<file path="src/rtl/lmc1992_mixer.sv">
// LMC1992-style volume/tone controller: microwire command decoder plus a
// two-stage DMA/PSG mixing and attenuation pipeline.
module lmc1992_mixer (
    input  logic       clk,
    input  logic       reset,
    input  logic       mw_strobe,
    input  logic       mw_clk,
    input  logic       mw_data,
    input  logic       mw_done,
    input  logic [7:0] dma_l,
    input  logic [7:0] dma_r,
    input  logic [7:0] psg,
    output logic [9:0] audio_l,
    output logic [9:0] audio_r,
    output logic [3:0] bass,
    output logic [3:0] treble,
    output logic       cmd_ok
);

    logic [10:0]       shift_q, shift_d;
    logic [3:0]        cnt_q, cnt_d;
    logic [5:0]        master_q, master_d;
    logic [4:0]        left_q, left_d;
    logic [4:0]        right_q, right_d;
    logic [3:0]        bass_q, bass_d;
    logic [3:0]        treble_q, treble_d;
    logic [1:0]        mix_q, mix_d;
    logic              cmd_ok_q, cmd_ok_d;
    logic signed [9:0] sum_l_q, sum_l_d, sum_r_q, sum_r_d;
    logic [7:0]        gain_l_q, gain_l_d, gain_r_q, gain_r_d;
    logic [9:0]        audio_l_q, audio_l_d, audio_r_q, audio_r_d;
    logic [5:0]        cmd_val;

    // gain[i] = round(255 * 10^(-i/10)), i in 2 dB steps
    function automatic logic [7:0] gain_rom(input logic [6:0] idx);
        case (idx)
            7'd0:  return 8'd255;
            7'd1:  return 8'd203;
            7'd2:  return 8'd161;
            7'd3:  return 8'd128;
            7'd4:  return 8'd102;
            7'd5:  return 8'd81;
            7'd6:  return 8'd64;
            7'd7:  return 8'd51;
            7'd8:  return 8'd40;
            7'd9:  return 8'd32;
            7'd10: return 8'd26;
            7'd11: return 8'd20;
            7'd12: return 8'd16;
            7'd13: return 8'd13;
            7'd14: return 8'd10;
            7'd15: return 8'd8;
            7'd16: return 8'd6;
            7'd17: return 8'd5;
            7'd18: return 8'd4;
            7'd19: return 8'd3;
            7'd20: return 8'd3;
            7'd21: return 8'd2;
            7'd22: return 8'd2;
            7'd23, 7'd24, 7'd25, 7'd26, 7'd27: return 8'd1;
            default: return 8'd0;
        endcase
    endfunction

    function automatic logic [7:0] chan_gain(input logic [5:0] master, input logic [4:0] chan);
        logic [6:0] idx;
        idx = (7'd40 - {1'b0, master}) + (7'd20 - {2'b00, chan});
        if (idx > 7'd40) idx = 7'd40;
        return gain_rom(idx);
    endfunction

    // Flipping the MSB turns offset binary into two's complement (x - 128)
    function automatic logic signed [9:0] mix_sum(input logic [7:0] dma, input logic [7:0] p8,
                                                  input logic [1:0] mode);
        logic signed [9:0] d;
        logic signed [9:0] p;
        d = $signed({{2{~dma[7]}}, ~dma[7], dma[6:0]});
        p = $signed({{2{~p8[7]}}, ~p8[7], p8[6:0]});
        case (mode)
            2'b00:   return d + (p >>> 2);
            2'b01:   return d + p;
            default: return d;
        endcase
    endfunction

    function automatic logic [9:0] scale(input logic signed [9:0] s, input logic [7:0] g);
        logic signed [18:0] prod;
        prod = s * $signed({1'b0, g});
        return 10'(prod >>> 8);
    endfunction

    // A strobe coinciding with mw_done is shifted first, so the word is judged on the _d values
    always_comb begin
        shift_d  = shift_q;
        cnt_d    = cnt_q;
        master_d = master_q;
        left_d   = left_q;
        right_d  = right_q;
        bass_d   = bass_q;
        treble_d = treble_q;
        mix_d    = mix_q;
        cmd_ok_d = 1'b0;
        cmd_val  = 6'd0;
        if (mw_strobe && mw_clk) begin
            shift_d = {shift_q[9:0], mw_data};
            if (cnt_q != 4'd12) cnt_d = cnt_q + 4'd1;
        end
        if (mw_done) begin
            if (cnt_d == 4'd11 && shift_d[10:9] == 2'b10) begin
                cmd_val = shift_d[5:0];
                case (shift_d[8:6])
                    3'b000: begin mix_d = cmd_val[1:0]; cmd_ok_d = 1'b1; end
                    3'b001: begin bass_d = (cmd_val > 6'd12) ? 4'd12 : cmd_val[3:0]; cmd_ok_d = 1'b1; end
                    3'b010: begin treble_d = (cmd_val > 6'd12) ? 4'd12 : cmd_val[3:0]; cmd_ok_d = 1'b1; end
                    3'b011: begin master_d = (cmd_val > 6'd40) ? 6'd40 : cmd_val; cmd_ok_d = 1'b1; end
                    3'b100: begin right_d = (cmd_val > 6'd20) ? 5'd20 : cmd_val[4:0]; cmd_ok_d = 1'b1; end
                    3'b101: begin left_d = (cmd_val > 6'd20) ? 5'd20 : cmd_val[4:0]; cmd_ok_d = 1'b1; end
                    default: ;
                endcase
            end
            cnt_d = 4'd0;
        end
    end

    always_comb begin
        sum_l_d   = mix_sum(dma_l, psg, mix_q);
        sum_r_d   = mix_sum(dma_r, psg, mix_q);
        gain_l_d  = chan_gain(master_q, left_q);
        gain_r_d  = chan_gain(master_q, right_q);
        audio_l_d = scale(sum_l_q, gain_l_q);
        audio_r_d = scale(sum_r_q, gain_r_q);
    end

    always_ff @(posedge clk) begin
        if (reset) begin
            shift_q   <= 11'd0;
            cnt_q     <= 4'd0;
            master_q  <= 6'd40;
            left_q    <= 5'd20;
            right_q   <= 5'd20;
            bass_q    <= 4'd6;
            treble_q  <= 4'd6;
            mix_q     <= 2'b01;
            cmd_ok_q  <= 1'b0;
            sum_l_q   <= 10'sd0;
            sum_r_q   <= 10'sd0;
            gain_l_q  <= 8'd0;
            gain_r_q  <= 8'd0;
            audio_l_q <= 10'd0;
            audio_r_q <= 10'd0;
        end else begin
            shift_q   <= shift_d;
            cnt_q     <= cnt_d;
            master_q  <= master_d;
            left_q    <= left_d;
            right_q   <= right_d;
            bass_q    <= bass_d;
            treble_q  <= treble_d;
            mix_q     <= mix_d;
            cmd_ok_q  <= cmd_ok_d;
            sum_l_q   <= sum_l_d;
            sum_r_q   <= sum_r_d;
            gain_l_q  <= gain_l_d;
            gain_r_q  <= gain_r_d;
            audio_l_q <= audio_l_d;
            audio_r_q <= audio_r_d;
        end
    end

    assign audio_l = audio_l_q;
    assign audio_r = audio_r_q;
    assign bass    = bass_q;
    assign treble  = treble_q;
    assign cmd_ok  = cmd_ok_q;

endmodule

</file>
<file path="config.mk">
export PLATFORM = sky130hd
export DESIGN_NAME = lmc1992_mixer
export DESIGN_NICKNAME = d
export VERILOG_FILES = /design/src/rtl/lmc1992_mixer.sv
export SDC_FILE = /design/constraint.sdc
export NUM_CORES = 1
export LEC_CHECK = 0
export CORE_ASPECT_RATIO = 1.2
export CORE_MARGIN = 2
export CORE_UTILIZATION = 55
export DETAILED_ROUTE_END_ITERATION = 10
export PLACE_DENSITY_LB_ADDON = 0.15
export SYNTH_ARGS = -nofsm -noshare
export SYNTH_HDL_FRONTEND = slang
export SYNTH_SLANG_ARGS = --single-unit
</file>
<file path="constraint.sdc">
create_clock -name clk -period 9.4 [get_ports clk]
set_input_delay 0.94 -clock clk [delete_from_list [all_inputs] [get_ports clk]]
set_output_delay 0.94 -clock clk [all_outputs]
set_load 0.01 [all_outputs]
</file>
After elaboration in Yosys (flattened, before gate mapping)
Memories as Yosys holds them, arrays and structs flattened. A register that Yosys moved wholly into a read port is not among the register bits.
Cells that the tools add are included.
Widths: inputs -> output; s select.
{"block": "word_totals", "output_inout_bits": 29, "n_memories": 2, "in_bits": 30, "mem_bits_ro": 512, "elab_cells": 76, "reg_bits": 82}
{"memory": "(name not given)", "depth": 32, "width": 8, "rd": 1, "rd_ports_with_merged_regs": 1, "wr": 0, "line": "36", "rtl": "case (idx)"}
{"memory": "(name not given)", "depth": 32, "width": 8, "rd": 1, "rd_ports_with_merged_regs": 1, "wr": 0, "line": "36"}
{"block": "classes", "n_eq_ne": 9, "reduce_logical": 17, "n_mul": 2, "addsub": 10, "magnitude_cmp": 5, "bitwise_logic": 7, "n_mux": 11}
{"op": "$pmux 10 s2", "count": 2}
{"op": "$mul 10x9->18", "count": 2}
{"op": "$add 8x6->9", "count": 2}
{"op": "$add 8x8->9", "count": 2}
{"op": "$reduce_and 3->1", "count": 6}
{"op": "$add 7x7->7", "count": 2}
{"op": "$gt 7x6->1 const B", "count": 2}
{"op": "$mux 7", "count": 2}
{"op": "$mux 4", "count": 3}
{"op": "$sub 5x5->6 const A", "count": 2}
{"op": "$mux 11", "count": 1}
{"op": "$not 1->1", "count": 7}
{"op": "$sub 6x6->7 const A", "count": 1}
{"op": "$eq 3x2->1 const B", "count": 2}
{"op": "$eq 3x3->1 const B", "count": 2}
{"op": "$gt 6x4->1 const B", "count": 1}
{"op": "$gt 6x5->1 const B", "count": 1}
{"op": "$gt 6x6->1 const B", "count": 1}
{"op": "$logic_not 2->1", "count": 3}
{"op": "$mux 6", "count": 1}
{"op": "$reduce_or 2->1", "count": 3}
{"op": "$reduce_or 6->1", "count": 1}
{"op": "$mux 5", "count": 1}
{"op": "$add 4x1->4 const B", "count": 1}
{"op": "9 further kinds", "count": 10}

Longest topological paths before layout
Gate-level depths: netlist of run 1.
{"block": "logic_depth", "ltp_word": 7, "ltp_mapped": 21, "depth_no_buf": 21}

Worst setup path after synthesis of run 1
Ideal clock, no wire load.
{"block": "synth_path", "kind": "register -> register", "start": "register gain_l_q[1]", "end": "register audio_l_q[9], in the netlist audio_l[9]", "required_time_ns": 9.272, "setup_ns": 0.128, "slack_ns": 4.815, "synth_period_minus_slack_ns": 4.585, "arrival_ns": 4.457, "n_path_buf": 1, "path_stages_with_launch": 19, "path_cell_list": "dfxtp_1 -> clkbuf_1 -> and2_1 -> fa_1 -> inv_1 -> fa_1 -> inv_1 -> fa_1 -> inv_1 -> fa_1 -> inv_1 -> ha_1 -> or3_1 -> a31o_2 -> and3_1 -> nor3_1 -> a21oi_1 -> xnor2_1 -> nor2_1"}
{"block": "synth_via", "elab_chain_len": 1}
{"element": "start: declaration", "line": "30", "rtl": "logic [7:0] gain_l_q, gain_l_d, gain_r_q, gain_r_d;"}
{"element": "$mul 10x9->18", "line": "88", "rtl": "prod = s * $signed({1'b0, g});"}
{"element": "end signal: assignment", "line": "165", "rtl": "audio_l_q <= audio_l_d;"}
{"element": "end: declaration", "line": "31", "rtl": "logic [9:0] audio_l_q, audio_l_d, audio_r_q, audio_r_d;"}
No other way between the ends.
A chain may end at the register's enable or synchronous reset.

Worst setup path in the final report of run 1
Ends and elaborated chain as after synthesis.

==> results of run 1 <==
==> flip-flops by register name, summed over array words and instances, names as in the netlist, 5 cells and up <==
| register | cells |
|---|---|
| gain_r_q | 8 |
| gain_l_q | 8 |
| master_q | 6 |
| sum_r_q | 9 |
| right_q | 5 |
| sum_l_q | 9 |
| audio_r | 10 |
| audio_l | 10 |
| shift_q | 11 |
| left_q | 5 |
==> critical path, delay by kind of cell (launching register included) <==
kind                       cells  cell delay [ns]
adders and majority gates      5             2.35
and+or+nand+nor                5             1.10
DFF                            1             0.40
AOI/OAI and AO/OA              2             0.38
buffers and inverters          4             0.31
xor gates and xnor gates       1             0.17
==> synth_stat cells (7+ instances only) <==
master / n
o21ai_0: 28
o211ai_1: 10
ha_1: 109
nor2b_1: 8
nand3_1: 16
a21oi_1: 60
nor3_1: 22
nand2_1: 141
mux2i_1: 26
a21o_1: 13
xnor2_1: 32
fa_1: 122
and3_1: 13
or3_1: 7
and2_1: 76
xor2_1: 24
nor2_1: 102
clkbuf_1: 21
a211oi_1: 8
nand2b_1: 9
dfxtp_1: 96
inv_1: 205
o22ai_1: 8
==> power groups by stage <==
stage / Clock (mW) / Combinational (mW) / Sequential (mW)
detailed placement: 0 / 0.932 / 0.504
global route: 0.421 / 1.08 / 0.503
global placement: 0 / 0.903 / 0.503
finish: 0.400 / 0.921 / 0.495
CTS: 0.408 / 0.939 / 0.495
floorplan: 0 / 0.679 / 0.506
==> metrics by stage <==
step	hold slack [ns]	worst slack, ns	power [mW]	std cells
after floorplan	0.427	4.82	1.19	1258
after CTS	0.464	4.51	1.84	1560
after global placement	0.441	4.65	1.41	1544
after detailed placement	0.445	4.51	1.44	1544
final	0.466	4.56	1.82	1560
after global routing	0.477	4.24	2.00	1560
==> logic make-up (layout without fill, tap and decap cells) <==
kind of cell | Yosys count | in the layout | share of synthesized area [%]
simple gates | 423 | 423 | 19.1
mux | 32 | 32 | 3.07
fa+ha+maj | 231 | 231 | 35.6
flops | 96 | 96 | 18.0
xor+xnor | 56 | 56 | 4.59
buf+inv | 236 | 282 | 8.33
compound gates | 184 | 184 | 11.3
==> how the worst max path moves through the flow <==
| stage | cells after the start | slack (ns) | startpoint | endpoint |
|---|---|---|---|---|
| 6_report | 17 | 4.56 | gain_l_q[1]$_SDFF_PP0_ | audio_l[9]$_SDFF_PP0_ |
| 5_1_grt | 17 | 4.24 | gain_l_q[1]$_SDFF_PP0_ | audio_l[9]$_SDFF_PP0_ |
| 4_1_cts | 17 | 4.51 | gain_l_q[1]$_SDFF_PP0_ | audio_l[9]$_SDFF_PP0_ |
| 3_5_place_dp | 17 | 4.51 | gain_l_q[1]$_SDFF_PP0_ | audio_l[9]$_SDFF_PP0_ |
| 3_3_place_gp | 17 | 4.65 | gain_l_q[1]$_SDFF_PP0_ | audio_l[9]$_SDFF_PP0_ |
| 2_1_floorplan | 18 | 4.82 | gain_l_q[1]$_SDFF_PP0_ | audio_l[9]$_SDFF_PP0_ |
==> per-layer routing <==
| metal | track usage [%] | vias to the layer above | part of all wire [%] | wire length (microns) |
|---|---|---|---|---|
| li1 | - | 4155 | - | - |
| met1 | 29.4 | 3923 | 45 | 10000 |
| met2 | 41.0 | 142 | 49 | 10900 |
| met3 | 2.85 | 36 | 2.8 | 620 |
| met4 | 7.51 | 0 | 2.4 | 537 |
| met5 | 0 | - | 0 | 0 |
==> final cells by class <==
cell class	count	area, sq um	area share (%)
repair buffers	60	591	5.00
clock buffers	9	225	1.91
clock inverters	7	91.3	0.774
flip-flops and latches	96	1920	16.3
multi-input cells	926	7880	66.8
inverters	206	773	6.55
well taps	256	320	2.71
==> results.json, run 1 <==
{
  "finalCritPeriodShare_pct": 51.5,
  "ys_seq_elements": 96,
  "slowest_stage": "fa_1",
  "reg2reg_to": "audio_l[9]$_SDFF_PP0_",
  "postPlaceCellArea_sq_mm": 0.0115,
  "cts_resized": 0,
  "antenna_left": 0,
  "reg2reg_slack_ns": 4.56,
  "synthTopCellsByArea": "fa_1 (23%), dfxtp_1 (18%), ha_1 (13%)",
  "pwr-share-seq_pct": 27.3,
  "finalSetupTns_ns": 0,
  "swShare_pct": 40.7,
  "wire_per_inst_microns": 14.2,
  "rsz0062_at_grt": "false",
  "cts_hold_buf": 0,
  "p_int_mw": 1.08,
  "yosys.area.top_type": "fa_1",
  "syn_area_per_cell_sq_um": 8.50,
  "core_area_sq_mm": 0.0190,
  "power_density_mw_per_mm2": 154,
  "hold_end": "mix_q[0]$_SDFFE_PP1P_",
  "outcome": "complete, no violations",
  "htree_levels": 3,
  "peakVddDrop_mv": 0.101,
  "cp-start-kind": "flip-flop",
  "clockPowerShare_pct": 22.0,
  "reg2regPathDepth": 17,
  "vias": 8256,
  "fp.dieArea_sq_mm": 0.0206,
  "cpPeakStageDelay_ns": 0.58,
  "max_freq_mhz": 207,
  "wl_microns": 22100,
  "seq_area_frac_synth_pct": 18.0,
  "drtIter0Drc": 317,
  "setup_viol": 0,
  "worstSetupEndpointType": "flip-flop",
  "final_nets": 1560,
  "nFillCells": 1700,
  "drive_above_1_share_pct": 3.76,
  "post_cts_buffers": 0,
  "synth_edf_count": 0,
  "final_hold_viol_count": 0,
  "grt_pass1_wl_microns": 39100,
  "antenna-diode-count": 0,
  "cts_tree": "done",
  "relSlewSlack_pct": 31.6,
  "tightest_slew_ns": 1.02,
  "min_from": "mix_q[0]$_SDFFE_PP1P_",
  "cts_made_buffers": 9,
  "synthFlopType": "dfxtp_1",
  "grt_overflow": 0,
  "synth_area_sq_mm": 0.0107,
  "synthArstFlopShare_pct": 0,
  "syn_nets": 1519,
  "gp_congestion": 0.837,
  "design_area_sq_mm": 0.0118,
  "start_util_pct": 56.3,
  "grt_pass1_vias": 8480,
  "min_path_cells": 1,
  "cp_cell_sequence": "and2_1, fa_1, inv_1, fa_1, inv_1, fa_1, inv_1, fa_1, inv_1, ha_1, or3_1, a31o_2, and3_1, nor3_1, a21oi_1, xnor2_1, nor2_1",
  "die_height_microns": 157,
  "yosysWarnings": 0,
  "fin_worst_skew_ns": 0.0157,
  "clkSinkCount": 96,
  "grt_max_degree": 73,
  "pin_count": 59,
  "crit_fanout": 9,
  "drc": 0,
  "final_util_pct": 62.2,
  "grt_use_total_pct": 23.1,
  "crit_type": "flip-flop to flip-flop",
  "clk_pin_slew_ns": 0.09,
  "maxSlewViolCount": 0,
  "p_leak_nw": 5.87,
  "portBuffers": 58,
  "area_growth_pct": 10.4,
  "num_rows": 55,
  "cp.required_ns": 9.63,
  "min_path_type": "flip-flop to flip-flop",
  "netlist_instances": 1258,
  "netSwitchingPower_mw": 0.739,
  "reg2reg_from": "gain_l_q[1]$_SDFF_PP0_",
  "antenna_found_initial": 0,
  "p_comb_share_pct": 50.7,
  "dr.pass1.iters": 5,
  "layout_commonest_cell": "inv_1",
  "dp_hpwl_microns": 17700,
  "yosys.area.top_type_share_pct": 22.8,
  "clock_latency_ns": 0.37,
  "drv_cap": 0,
  "die_w_microns": 131,
  "final_cell_mix": "inv_1 (205), nand2_1 (141), fa_1 (122)",
  "synth.distinct_cells": 70,
  "via_per_inst": 5.29,
  "cts_root_buffer": "clkbuf_16",
  "cts_buffer_depth": 2,
  "post-route-min-period_ns": 4.84,
  "worstPathArrival_ns": 5.07
}
Power figures use the tool's default switching activity.
==> run 2, diff against run 1 <==
==> constraint.sdc (replaced) <==
create_clock -name clk -period 5.06 [get_ports clk]
set_input_delay 0.506 -clock clk [delete_from_list [all_inputs] [get_ports clk]]
set_output_delay 0.506 -clock clk [all_outputs]
set_load 0.01 [all_outputs]
==> run 2 against run 1 <==
- clock power increased by 79%
- highest routed layer unchanged
- critical path type unchanged
- total power increased by 84%
- utilization about the same
==> results.json, run 2 (same netlist as run 1, synthesis figures left out) <==
{
  "clkSinkCount": 96,
  "grt_pass1_vias": 8399,
  "antenna_found_initial": 0,
  "preCtsSetupSlack_ns": 0.170,
  "post-route-min-period_ns": 4.75,
  "cts_tree": "done",
  "grt_overflow": 0,
  "setup_viol": 0,
  "design_area_sq_mm": 0.0118,
  "wl_microns": 21800,
  "post_cts_buffers": 0,
  "die_w_microns": 131,
  "fin_worst_skew_ns": 0.0117,
  "cpPeakStageDelay_ns": 0.57,
  "dr.pass1.iters": 4,
  "relSlewSlack_pct": 44.8,
  "portBuffers": 58,
  "power_density_mw_per_mm2": 283,
  "cts_buffer_depth": 2,
  "crit_type": "flip-flop to flip-flop",
  "finalSetupTns_ns": 0,
  "worstSetupEndpointType": "flip-flop",
  "drive_above_1_share_pct": 3.91,
  "cp_cell_sequence": "and2_1, fa_1, inv_1, fa_1, inv_1, fa_1, inv_1, fa_1, inv_1, ha_1, or3_1, a31o_2, and3_1, nor3_2, a21oi_1, xnor2_1, nor2_1",
  "wire_per_inst_microns": 14.0,
  "clock_latency_ns": 0.36,
  "largest_reg_flops": 11,
  "drc": 0,
  "gp_congestion": 0.837,
  "p_leak_nw": 5.87,
  "layout_commonest_cell": "inv_1",
  "htree_levels": 3,
  "die_height_microns": 157,
  "maxSlewViolCount": 0,
  "cts_resized": 0,
  "drtIter0Drc": 321,
  "drv_cap": 0,
  "cts_made_buffers": 9,
  "power_mw": 3.34,
  "min_path_type": "flip-flop to flip-flop",
  "seq_area_sq_mm": 0.00192,
  "worstPathArrival_ns": 4.97,
  "core_area_sq_mm": 0.0190,
  "grt_max_degree": 73,
  "pin_count": 59,
  "grt_pass1_wl_microns": 38500,
  "cp-start-kind": "flip-flop",
  "finalWorstSetupSlack_ns": 0.314,
  "slowest_stage": "fa_1",
  "fp.dieArea_sq_mm": 0.0206,
  "outcome": "complete, no violations",
  "area_growth_pct": 10.4,
  "nFillCells": 1718,
  "vias": 8317,
  "dp_hpwl_microns": 17700,
  "cts_root_buffer": "clkbuf_16",
  "postPlaceCellArea_sq_mm": 0.0115,
  "peakVddDrop_mv": 0.150,
  "final_cell_mix": "inv_1 (205), nand2_1 (141), fa_1 (122)",
  "final_util_pct": 62.1,
  "grt_use_total_pct": 22.7,
  "largest-register": "shift_q",
  "antenna-diode-count": 0,
  "max_freq_mhz": 211,
  "num_rows": 55,
  "multiInputGateArea_sq_mm": 0.00789,
  "crit_fanout": 9,
  "tightest_slew_ns": 0.828,
  "antenna_left": 0,
  "finalCritPeriodShare_pct": 93.8,
  "final_hold_viol_count": 0,
  "final_nets": 1561,
  "cts_hold_buf": 0,
  "via_per_inst": 5.33,
  "clk_pin_slew_ns": 0.09,
  "cp.required_ns": 5.28,
  "start_util_pct": 56.3
}
==> run 2: cell count changes in the layout (fill, tap and decap cells not counted), sizes merged <==
| cell | before | now |
|---|---|---|
| buf | 3 | 4 |
| clkinv | 2 | 1 |
| clkinvlp | 0 | 1 |
==> run 2: through the flow <==
step | cells | hold WS (ns)
6_report | 1561 | 0.458
5_1_grt | 1561 | 0.475
4_1_cts | 1561 | 0.463
3_5_place_dp | 1545 | 0.445
3_3_place_gp | 1545 | 0.441
2_1_floorplan | 1258 | 0.427
==> run 2: final timing paths <==
kind,from,endpoint,slack [ns],cells past startpoint
setup / recovery,gain_l_q[1]$_SDFF_PP0_,audio_l[9]$_SDFF_PP0_,0.31,17
hold / removal,mix_q[0]$_SDFFE_PP1P_,mix_q[0]$_SDFFE_PP1P_,0.46,1
setup reg to reg,gain_l_q[1]$_SDFF_PP0_,audio_l[9]$_SDFF_PP0_,0.31,17
hold reg to reg,mix_q[0]$_SDFFE_PP1P_,mix_q[0]$_SDFFE_PP1P_,0.46,1
==> run 2: worst max-delay path, delay by kind of cell, from the launching register on <==
kind | cells | cell delay, ns
adder cells (fa/ha/maj) | 5 | 2.34
AND/OR/NAND/NOR | 5 | 1.02
flip-flops | 1 | 0.40
AO/OA/AOI/OAI | 2 | 0.36
buffers and inverters | 4 | 0.31
XOR/XNOR | 1 | 0.16
==> run 2: metal layers <==
| layer | track usage, % | part of all wire [%] | vias up |
|---|---|---|---|
| met4 | 5.23 | 1.4 | 0 |
| met1 | 29.0 | 46 | 4011 |
| li1 | - | - | 4154 |
| met5 | 0 | 0 | - |
| met3 | 2.79 | 2.6 | 25 |
| met2 | 41.2 | 50 | 127 |
==> run 2: where the power goes <==
| part | internal [mW] | switching [mW] | leakage, nW |
|---|---|---|---|
| clock | 0.355 | 0.362 | 0.147 |
| sequential | 0.848 | 0.0699 | 0.790 |
| combinational | 0.787 | 0.914 | 4.93 |
| total | 1.99 | 1.35 | 5.87 |
==> run 2: layout make-up <==
class | count | share of cell area [%]
clock inverters | 7 | 0.657
clock buffers | 9 | 1.91
inverters | 206 | 6.55
multi-input cells | 926 | 66.8
flip-flops and latches | 96 | 16.3
repair buffers | 61 | 5.07
well taps | 256 | 2.71
==> run 3, diff against run 2 <==
--- a/config.mk
+++ b/config.mk
@@ -8,6 +8,7 @@
 export CORE_ASPECT_RATIO = 1.2
 export CORE_MARGIN = 2
 export CORE_UTILIZATION = 55
+export CTS_CLUSTER_DIAMETER = 30
 export DETAILED_ROUTE_END_ITERATION = 10
 export PLACE_DENSITY_LB_ADDON = 0.15
 export SYNTH_ARGS = -nofsm -noshare
==> results of run 3 <==
The final DEF is identical to that of run 2; final timing and power are the same.
